File: src/rtl/pc_unit_if.sv
// pc_unit_if: control-unit <-> program-counter bundle.
//   master (control unit): drives en, op, is_zero, target, clr_err;
//                          observes pc and the return-address-stack status.
//   slave  (pc_unit)     : the reverse.
//   en        update enable (PCWrite)
//   op        next-PC mode: 0 NEXT,1 BEQ,2 BNE,3 JUMP,4 CALL,5 RET,6/7 HOLD
//   is_zero   ALU zero flag, sampled with op
//   target    absolute branch/jump/call destination
//   clr_err   clears the sticky stack error flags
//   pc        current (registered) program counter
//   ras_count valid return-stack entries; ras_empty/ras_full decoded from it
//   ras_ovf   sticky: CALL while full; ras_unf sticky: RET while empty
interface pc_unit_if #(
  parameter int WIDTH     = 16,
  parameter int RAS_DEPTH = 4
);
  localparam int CW = $clog2(RAS_DEPTH + 1);

  logic             en;
  logic [2:0]       op;
  logic             is_zero;
  logic [WIDTH-1:0] target;
  logic             clr_err;
  logic [WIDTH-1:0] pc;
  logic [CW-1:0]    ras_count;
  logic             ras_empty;
  logic             ras_full;
  logic             ras_ovf;
  logic             ras_unf;

  modport master (
    output en, op, is_zero, target, clr_err,
    input  pc, ras_count, ras_empty, ras_full, ras_ovf, ras_unf
  );

  modport slave (
    input  en, op, is_zero, target, clr_err,
    output pc, ras_count, ras_empty, ras_full, ras_ovf, ras_unf
  );
endinterface

File: src/rtl/pc_unit.sv
// pc_unit: program counter with sequential / conditional-branch / jump /
// call / return / hold modes, an internal return-address stack and sticky
// stack-error flags. One PC update per enabled cycle, pc is registered.
//   clock  system clock, rising edge
//   reset  asynchronous, active-high; pc=RESET_VEC, stack empty, flags clear
//   bus    pc_unit_if.slave (see interface header for signal list)
module pc_unit #(
  parameter int               WIDTH     = 16,
  parameter int unsigned      INC       = 1,
  parameter int               RAS_DEPTH = 4,
  parameter logic [WIDTH-1:0] RESET_VEC = '0
) (
  input logic       clock,
  input logic       reset,
  pc_unit_if.slave  bus
);
  localparam int CW = $clog2(RAS_DEPTH + 1);
  localparam int AW = (RAS_DEPTH > 1) ? $clog2(RAS_DEPTH) : 1;

  typedef enum logic [2:0] {
    OP_NEXT = 3'd0,
    OP_BEQ  = 3'd1,
    OP_BNE  = 3'd2,
    OP_JUMP = 3'd3,
    OP_CALL = 3'd4,
    OP_RET  = 3'd5,
    OP_HOLD = 3'd6,
    OP_RSVD = 3'd7
  } op_e;

  logic [WIDTH-1:0] pc_q, pc_nxt, seq;
  logic [CW-1:0]    cnt_q, cnt_nxt;
  logic             ovf_q, unf_q;
  logic             full, empty;
  logic             push, ovf_set, unf_set;
  logic [AW-1:0]    push_idx, top_idx;
  logic [WIDTH-1:0] ras [RAS_DEPTH];
  op_e              op;

  assign op    = op_e'(bus.op);
  assign seq   = pc_q + WIDTH'(INC);
  assign full  = (cnt_q == CW'(RAS_DEPTH));
  assign empty = (cnt_q == '0);

  // count never exceeds RAS_DEPTH <= 2**AW, so the low AW bits suffice to
  // address the stack, and (count-1) mod 2**AW is the top entry
  assign push_idx = cnt_q[AW-1:0];
  assign top_idx  = push_idx - AW'(1);

  always_comb begin
    pc_nxt  = pc_q;
    cnt_nxt = cnt_q;
    push    = 1'b0;
    ovf_set = 1'b0;
    unf_set = 1'b0;
    if (bus.en) begin
      unique case (op)
        OP_NEXT: pc_nxt = seq;
        OP_BEQ:  pc_nxt = bus.is_zero ? bus.target : seq;
        OP_BNE:  pc_nxt = bus.is_zero ? seq : bus.target;
        OP_JUMP: pc_nxt = bus.target;
        OP_CALL: begin
          pc_nxt = bus.target;
          if (full) begin
            ovf_set = 1'b1;
          end else begin
            push    = 1'b1;
            cnt_nxt = cnt_q + CW'(1);
          end
        end
        OP_RET: begin
          if (empty) begin
            unf_set = 1'b1;
          end else begin
            pc_nxt  = ras[top_idx];
            cnt_nxt = cnt_q - CW'(1);
          end
        end
        OP_HOLD, OP_RSVD: ;
        default: ;
      endcase
    end
  end

  // control state: pc, stack depth and sticky flags
  // a same-edge error event beats clr_err; clr_err works even with en=0
  always_ff @(posedge clock or posedge reset) begin
    if (reset) begin
      pc_q  <= RESET_VEC;
      cnt_q <= '0;
      ovf_q <= 1'b0;
      unf_q <= 1'b0;
    end else begin
      pc_q  <= pc_nxt;
      cnt_q <= cnt_nxt;
      ovf_q <= ovf_set | (ovf_q & ~bus.clr_err);
      unf_q <= unf_set | (unf_q & ~bus.clr_err);
    end
  end

  // stack storage: data only, contents are don't-care after reset
  always_ff @(posedge clock) begin
    if (push) ras[push_idx] <= seq;
  end

  assign bus.pc        = pc_q;
  assign bus.ras_count = cnt_q;
  assign bus.ras_empty = empty;
  assign bus.ras_full  = full;
  assign bus.ras_ovf   = ovf_q;
  assign bus.ras_unf   = unf_q;
endmodule

File: src/flat_wrapper.sv
// flat-port wrapper written by rule: the top's interface ports become plain ports
module pc_unit_flat 
#(
  parameter int               WIDTH     = 16,
  parameter int unsigned      INC       = 1,
  parameter int               RAS_DEPTH = 4,
  parameter logic [WIDTH-1:0] RESET_VEC = '0
)
  (clock, reset, bus_en, bus_op, bus_is_zero, bus_target, bus_clr_err, bus_pc, bus_ras_count, bus_ras_empty, bus_ras_full, bus_ras_ovf, bus_ras_unf);
  pc_unit_if #(.WIDTH(WIDTH), .RAS_DEPTH(RAS_DEPTH)) bus_i ();
  input logic clock;
  input logic reset;
  input wire logic [$bits(bus_i.en)-1:0] bus_en;
  input wire logic [$bits(bus_i.op)-1:0] bus_op;
  input wire logic [$bits(bus_i.is_zero)-1:0] bus_is_zero;
  input wire logic [$bits(bus_i.target)-1:0] bus_target;
  input wire logic [$bits(bus_i.clr_err)-1:0] bus_clr_err;
  output wire logic [$bits(bus_i.pc)-1:0] bus_pc;
  output wire logic [$bits(bus_i.ras_count)-1:0] bus_ras_count;
  output wire logic [$bits(bus_i.ras_empty)-1:0] bus_ras_empty;
  output wire logic [$bits(bus_i.ras_full)-1:0] bus_ras_full;
  output wire logic [$bits(bus_i.ras_ovf)-1:0] bus_ras_ovf;
  output wire logic [$bits(bus_i.ras_unf)-1:0] bus_ras_unf;
  assign bus_i.en = bus_en;
  assign bus_i.op = bus_op;
  assign bus_i.is_zero = bus_is_zero;
  assign bus_i.target = bus_target;
  assign bus_i.clr_err = bus_clr_err;
  assign bus_pc = bus_i.pc;
  assign bus_ras_count = bus_i.ras_count;
  assign bus_ras_empty = bus_i.ras_empty;
  assign bus_ras_full = bus_i.ras_full;
  assign bus_ras_ovf = bus_i.ras_ovf;
  assign bus_ras_unf = bus_i.ras_unf;
  pc_unit #(.WIDTH(WIDTH), .INC(INC), .RAS_DEPTH(RAS_DEPTH), .RESET_VEC(RESET_VEC)) u_core (.clock(clock), .reset(reset), .bus(bus_i));
endmodule
File: config.mk
export PLATFORM = sky130hd
export DESIGN_NAME = pc_unit_flat
export DESIGN_NICKNAME = d
export VERILOG_FILES = /design/src/rtl/pc_unit_if.sv /design/src/rtl/pc_unit.sv /design/src/flat_wrapper.sv
export SDC_FILE = /design/constraint.sdc
export NUM_CORES = 1
export LEC_CHECK = 0
export ABC_AREA = 1
export CORE_AREA = 2 2 87 130
export CTS_CLUSTER_SIZE = 10
export DETAILED_ROUTE_END_ITERATION = 7
export DIE_AREA = 0 0 89 132
export HOLD_SLACK_MARGIN = 0.15
export PLACE_DENSITY = 0.65
export SYNTH_ARGS = -nofsm -noshare
export SYNTH_HDL_FRONTEND = slang
export SYNTH_SLANG_ARGS = --single-unit
export TNS_END_PERCENT = 50
File: constraint.sdc
create_clock -name clock -period 5.2 [get_ports clock]
set_clock_uncertainty 0.1 [all_clocks]
set_input_delay 0.52 -clock clock [delete_from_list [all_inputs] [get_ports clock]]
set_output_delay 0.52 -clock clock [all_outputs]
set_load 0.01 [all_outputs]
==> results of run 1 <==
==> logic make-up after synthesis <==
logic type | count (synthesis) | share of synthesized area
buffers and inverters | 71 | 0.06256
AND/OR/NAND/NOR | 354 | 0.3219
flip-flops | 85 | 0.5230
XOR/XNOR | 5 | 0.009358
AO/OA/AOI/OAI | 52 | 0.06284
adder cells (fa/ha/maj) | 7 | 0.02032
==> routing by layer <==
layer  routed length (um)  up-vias
li1                     -     1980
met1                 5200     1895
met2                 6328      121
met3                  508       36
met4                  501        0
met5                    0        -
==> worst max-delay path by stage <==
stage,to,cells past startpoint,start,slack [ns]
after floorplan,u_core.ras[1][0],7,u_core.bus.ras_count[0],2.49
after global placement,u_core.bus.ras_count[2],8,bus_op[2],2.28
after detailed placement,u_core.bus.ras_count[2],8,bus_op[2],2.23
after CTS,bus_ras_empty,7,u_core.bus.ras_count[0],2.16
after global routing,bus_ras_empty,7,u_core.bus.ras_count[0],1.99
final,bus_ras_empty,7,u_core.bus.ras_count[0],2.20
==> worst reg2reg max path: stages, from the launching register on <==
cell	delay, ns
dfrtp_1	0.32
buf_4	0.33
clkinv_1	0.11
buf_4	0.27
ha_1	0.33
buf_4	0.27
clkinv_1	0.36
nand3_1	0.20
nand3_1	0.13
nand2_1	0.10
nand3b_1	0.11
nand2_1	0.08
nand2_1	0.06
==> area by class of cell <==
type / count / share of cell area
Clock buffer: 10 / 0.04128
Multi-Input combinational cell: 418 / 0.3497
Timing Repair Buffer: 53 / 0.09249
Sequential cell: 85 / 0.4412
Clock inverter: 6 / 0.006993
Tap cell: 144 / 0.03248
Inverter: 53 / 0.03587
==> per-stage QoR <==
step                      std cells  hold WS (ns)  setup WS [ns]
after floorplan                 574        0.3965          2.489
after global placement          753        0.4044          2.279
after detailed placement        753        0.4076          2.231
after CTS                       769        0.4230          2.162
after global routing            769        0.4568          1.990
final                           769        0.4182          2.203
==> cells in the final DEF (no fill, tap or decap), types with 2 or more instances in the layout <==
cell | netlist | final
a21oi_1 | 18 | 18
buf_4 | 2 | 7
clkbuf_16 | 0 | 9
clkdlybuf4s50_1 | 0 | 46
clkinv_1 | 2 | 4
clkinvlp_4 | 0 | 3
dfrtp_1 | 21 | 21
edfxtp_1 | 64 | 64
ha_1 | 6 | 6
inv_1 | 47 | 47
inv_2 | 4 | 4
nand2_1 | 191 | 191
nand2_2 | 5 | 5
nand3_1 | 78 | 78
nand3b_1 | 4 | 4
nand4_1 | 9 | 9
nor2_1 | 60 | 60
nor2_4 | 2 | 2
o21ai_0 | 26 | 26
o22ai_1 | 2 | 2
or2_2 | 3 | 3
xor2_1 | 4 | 4
==> power by group through the flow <==
stage / sequential [mW] / combinational (mW) / clock [mW]
final: 0.927 / 0.934 / 0.585
after global routing: 0.939 / 1.05 / 0.616
after CTS: 0.927 / 0.939 / 0.593
after detailed placement: 0.938 / 0.932 / 0
after global placement: 0.938 / 0.916 / 0
after floorplan: 0.942 / 0.581 / 0
==> sequential cells by signal, indices dropped and copies added (netlist names) <==
register              flops
u_core.bus.pc            16
u_core.bus.ras_unf        1
u_core.bus.ras_count      3
u_core.ras               64
u_core.bus.ras_ovf        1
==> impl_metrics.ini, run 1 <==
[outcome]
status = finished clean

[synthesis]
yosys.cell_types.count = 32
netlist_area_mm2 = 0.004679
async_reset_ff_frac = 0.2471
synth-main-ff-cell = edfxtp_1
yosysTopAreaCellShare = 0.4107
synth_commonest_cells = 191 x nand2_1, 78 x nand3_1, 64 x edfxtp_1
synth_nets = 605
synth_largest_area_cell = edfxtp_1
yosysMostFrequentCell = nand2_1
synth_edf_count = 64
yosysWarnings = 0
ys_ff_latch = 85
netlist_instances = 574
synth_area_leaders = edfxtp_1 41%, nand2_1 15%, dfrtp_1 11%, nand3_1 8.3%, nor2_1 4.8%
avgSynthCellArea_um2 = 8.152
synth.yosys.seq_area_share = 0.5230

[power]
power.leakage_nw = 2.329
power.switching_mw = 0.9460
share_clk_of_total_power = 0.239
switching_share = 0.3867
total_power_mw = 2.446
power_frac_comb = 0.382
p_int_mw = 1.500
share_seq_of_total_power = 0.379
p_per_area_mw_per_mm2 = 441.0
peakVddDrop_mv = 0.2114

[layout]
final_util = 0.5237
regArea_mm2 = 0.002447
antenna_cells = 0
final_cell_area_mm2 = 0.005547
final_layout_size_suffix_gt1_frac = 0.06080
fill_cells = 1008
nets = 651
multi_input_comb_area_mm2 = 0.001939
area_delta_synth_final_pct = 18.53

[die]
start_util = 0.4419
ios = 47
die_h_um = 132
core_region_area_mm2 = 0.01059
rows = 46
die_w_um = 89
die-area_mm2 = 0.01175

[worst_hold_path]
hold_path_depth = 1
hp-class = register to register
hold_start = u_core.bus.ras_count[2]
worstHoldEndpoint = u_core.bus.ras_count[2]

[critical_path]
crit_buf_inv = 5
cp_top_family = buffers and inverters
crit_chain = buf_4 -> clkinv_1 -> buf_4 -> ha_1 -> inv_1 -> nor2_1 -> clkdlybuf4s50_1
startpoint_type = register
path_class = register to primary output
worstPathRequired_ns = 4.58
max_stage_delay_ns = 0.57
crit_arrival_ns = 2.38
reg2regPathDepth = 12
critPathSlowestCell = clkdlybuf4s50_1
r2r_setup_slack_ns = 2.38
cp_max_fo = 36
r2r-end = u_core.bus.pc[4]
worstSetupEndpointType = primary output
crit_top_cell = buf_4
rr_startpoint = u_core.bus.ras_count[0]

[cts]
ctsHoldBuffers = 0
clock_sinks = 85
clk_pin_slew_worst_paths_ns = 0.06
post_cts_buffers = 0
h-tree-depth = 3
clockRootBuffer = clkbuf_16
clockBufferDepth = 2
cts-resized-gates = 0
cts_tree = done
clkLatencyLatePin_ns = 0.34
numCtsBuffers = 9

[sta]
relSlewSlack = 0.3995
max_freq_mhz = 333.7
final.min_clock_period_ns = 2.997
rsz0062_at_grt = no
tightest_slew_ns = 0.8997
finalSetupViolCount = 0
drv_slew = 0
hold_viol = 0
fin_tns_setup_ns = 0
post-route-period-util = 0.5763

[routing]
routed-via-count = 4032
routed_wirelength_mm = 12.54
route.detailed.drc = 0
vias_per_cell = 5.243
drt_pass1_iterations = 5
wl_per_cell_um = 16.30
drt_iter0_drc = 264
ant_nets = 0

[grt]
grt.met3_usage = 0.04446
grt.total_usage = 0.2252
grt_use_met2 = 0.3702
grt_overflow = 0
grt_start_max_net_pins = 37
antenna_found_initial = 0
grt.busiest_layer = met2
grt_pass1_vias = 3818
use_met1 = 0.2822
grt_pass1_wl_mm = 20.00

[job]
drv_cap = 0

[placed_design]
portBuffers = 46
gp_congestion = 0.9196
dp_hpwl_mm = 9.063
place_area_mm2 = 0.005279
(Power assumes the default switching activity.)
==> inputs of run 2 (changes only) <==
Clock period 5.2 ns to 2.85 ns, I/O delays scaled along.
==> impl_metrics.ini, run 2 (synthesis results as in run 1) <==
[power]
power.switching_mw = 1.723
p_int_mw = 2.887
power.leakage_nw = 2.373
p_per_area_mw_per_mm2 = 821.7
switching_share = 0.3738
share_seq_of_total_power = 0.366
peakVddDrop_mv = 0.4408
share_clk_of_total_power = 0.256
total_power_mw = 4.610
power_frac_comb = 0.377

[critical_path]
worstSetupEndpointType = primary output
cp_top_family = buffers and inverters
cp_max_fo = 5
crit_top_cell = inv_1
crit_arrival_ns = 1.91
crit_chain = inv_1 -> ha_1 -> inv_1 -> nor2_1 -> clkdlybuf4s50_1
max_stage_delay_ns = 0.58
critPathSlowestCell = clkdlybuf4s50_1
path_class = register to primary output
crit_buf_inv = 3
worstPathRequired_ns = 2.47
r2r_setup_slack_ns = 0.68
startpoint_type = register

[worst_hold_path]
hp-class = input pin to async pin

[grt]
grt_pass1_vias = 3867
grt_pass1_wl_mm = 20.11
grt_overflow = 0
grt_start_max_net_pins = 36
antenna_found_initial = 0
grt.total_usage = 0.2255

[die]
rows = 46
die_h_um = 132
die-area_mm2 = 0.01175
ios = 47
die_w_um = 89
core_region_area_mm2 = 0.01059
start_util = 0.4419

[sta]
relSlewSlack = 0.4148
post-route-period-util = 0.8037
fin_tns_setup_ns = 0
drv_slew = 0
hold_viol = 0
whs_ns = 0.3379
finalSetupViolCount = 0
final.min_clock_period_ns = 2.291
rsz0062_at_grt = no
tightest_slew_ns = 0.8768
max_freq_mhz = 436.6

[layout]
final_layout_size_suffix_gt1_frac = 0.06836
nets = 655
final_cell_area_mm2 = 0.005610
final_cell_mix = 191 x nand2_1, 78 x nand3_1, 64 x edfxtp_1, 60 x nor2_1, 47 x inv_1
area_delta_synth_final_pct = 19.89
antenna_cells = 0
largest_register_ffs = 64
final_util = 0.5298
largest-register = u_core.ras
final_common_cell = nand2_1
fill_cells = 1023

[cts]
post_cts_buffers = 0
clockRootBuffer = clkbuf_16
clkLatencyLatePin_ns = 0.33
clock_sinks = 85
clk_pin_slew_worst_paths_ns = 0.06
ctsHoldBuffers = 0
clockBufferDepth = 2
h-tree-depth = 3
cts-resized-gates = 0
numCtsBuffers = 9
cts_tree = done

[job]
drv_cap = 0

[routing]
drt_pass1_iterations = 5
route.detailed.drc = 0
routed_wirelength_mm = 12.54
wl_per_cell_um = 16.22
vias_per_cell = 5.199
drt_iter0_drc = 205
ant_nets = 0
routed-via-count = 4019

[placed_design]
dp_hpwl_mm = 9.147
portBuffers = 46
gp_congestion = 0.9256
place_area_mm2 = 0.005309

[outcome]
status = finished clean
==> run 2: changes by cell type in the layout (fill, tap and decap cells not counted), sizes merged <==
cell / before / now
buf: 7 / 11
clkinvlp: 3 / 1
bufinv: 0 / 1
clkbuf: 10 / 11
clkinv: 4 / 3
inv: 52 / 53
==> run 2: area by class of cell <==
cell class	count	area [um^2]	area share
sequential	85	2447	0.4362
multi-input combinational	418	1939	0.3457
timing repair buffer	57	543.0	0.09679
clock buffer	11	242.7	0.04326
inverter	53	198.9	0.03546
tap	144	180.2	0.03211
clock inverter	5	58.81	0.01048
==> run 2: worst paths after layout <==
check	cells past startpoint	start	endpoint
max	5	u_core.bus.ras_count[1]	bus_ras_empty
min	2	reset	u_core.bus.ras_ovf
max reg2reg	9	u_core.bus.pc[0]	u_core.bus.pc[11]
min reg2reg	1	u_core.bus.ras_count[2]	u_core.bus.ras_count[2]
max in group asynchronous	2	reset	u_core.bus.pc[10]
min in group clock	1	u_core.bus.ras_count[2]	u_core.bus.ras_count[2]
==> run 2: routing by layer <==
metal  part of all wire  GRT usage  vias to the layer above
li1                   -          -                     1987
met3              0.032    0.03632                       19
met5                  0          0                        -
met1               0.43     0.2836                     1898
met4              0.031    0.08872                        0
met2               0.51     0.3810                      115
==> run 2: power by group through the flow <==
| stage | logic (mW) | registers, mW | clock network (mW) |
|---|---|---|---|
| 3_3_place_gp | 1.70 | 1.71 | 0 |
| 5_1_grt | 1.94 | 1.71 | 1.25 |
| 3_5_place_dp | 1.74 | 1.71 | 0 |
| 2_1_floorplan | 1.06 | 1.72 | 0 |
| 6_report | 1.74 | 1.69 | 1.18 |
| 4_1_cts | 1.76 | 1.69 | 1.20 |
==> run 2: stage by stage <==
| stage | worst slack [ns] | cells |
|---|---|---|
| 6_report | 0.5594 | 773 |
| 5_1_grt | 0.4594 | 773 |
| 3_5_place_dp | 0.4663 | 757 |
| 4_1_cts | 0.5591 | 773 |
| 2_1_floorplan | 0.1387 | 574 |
| 3_3_place_gp | 0.5194 | 757 |
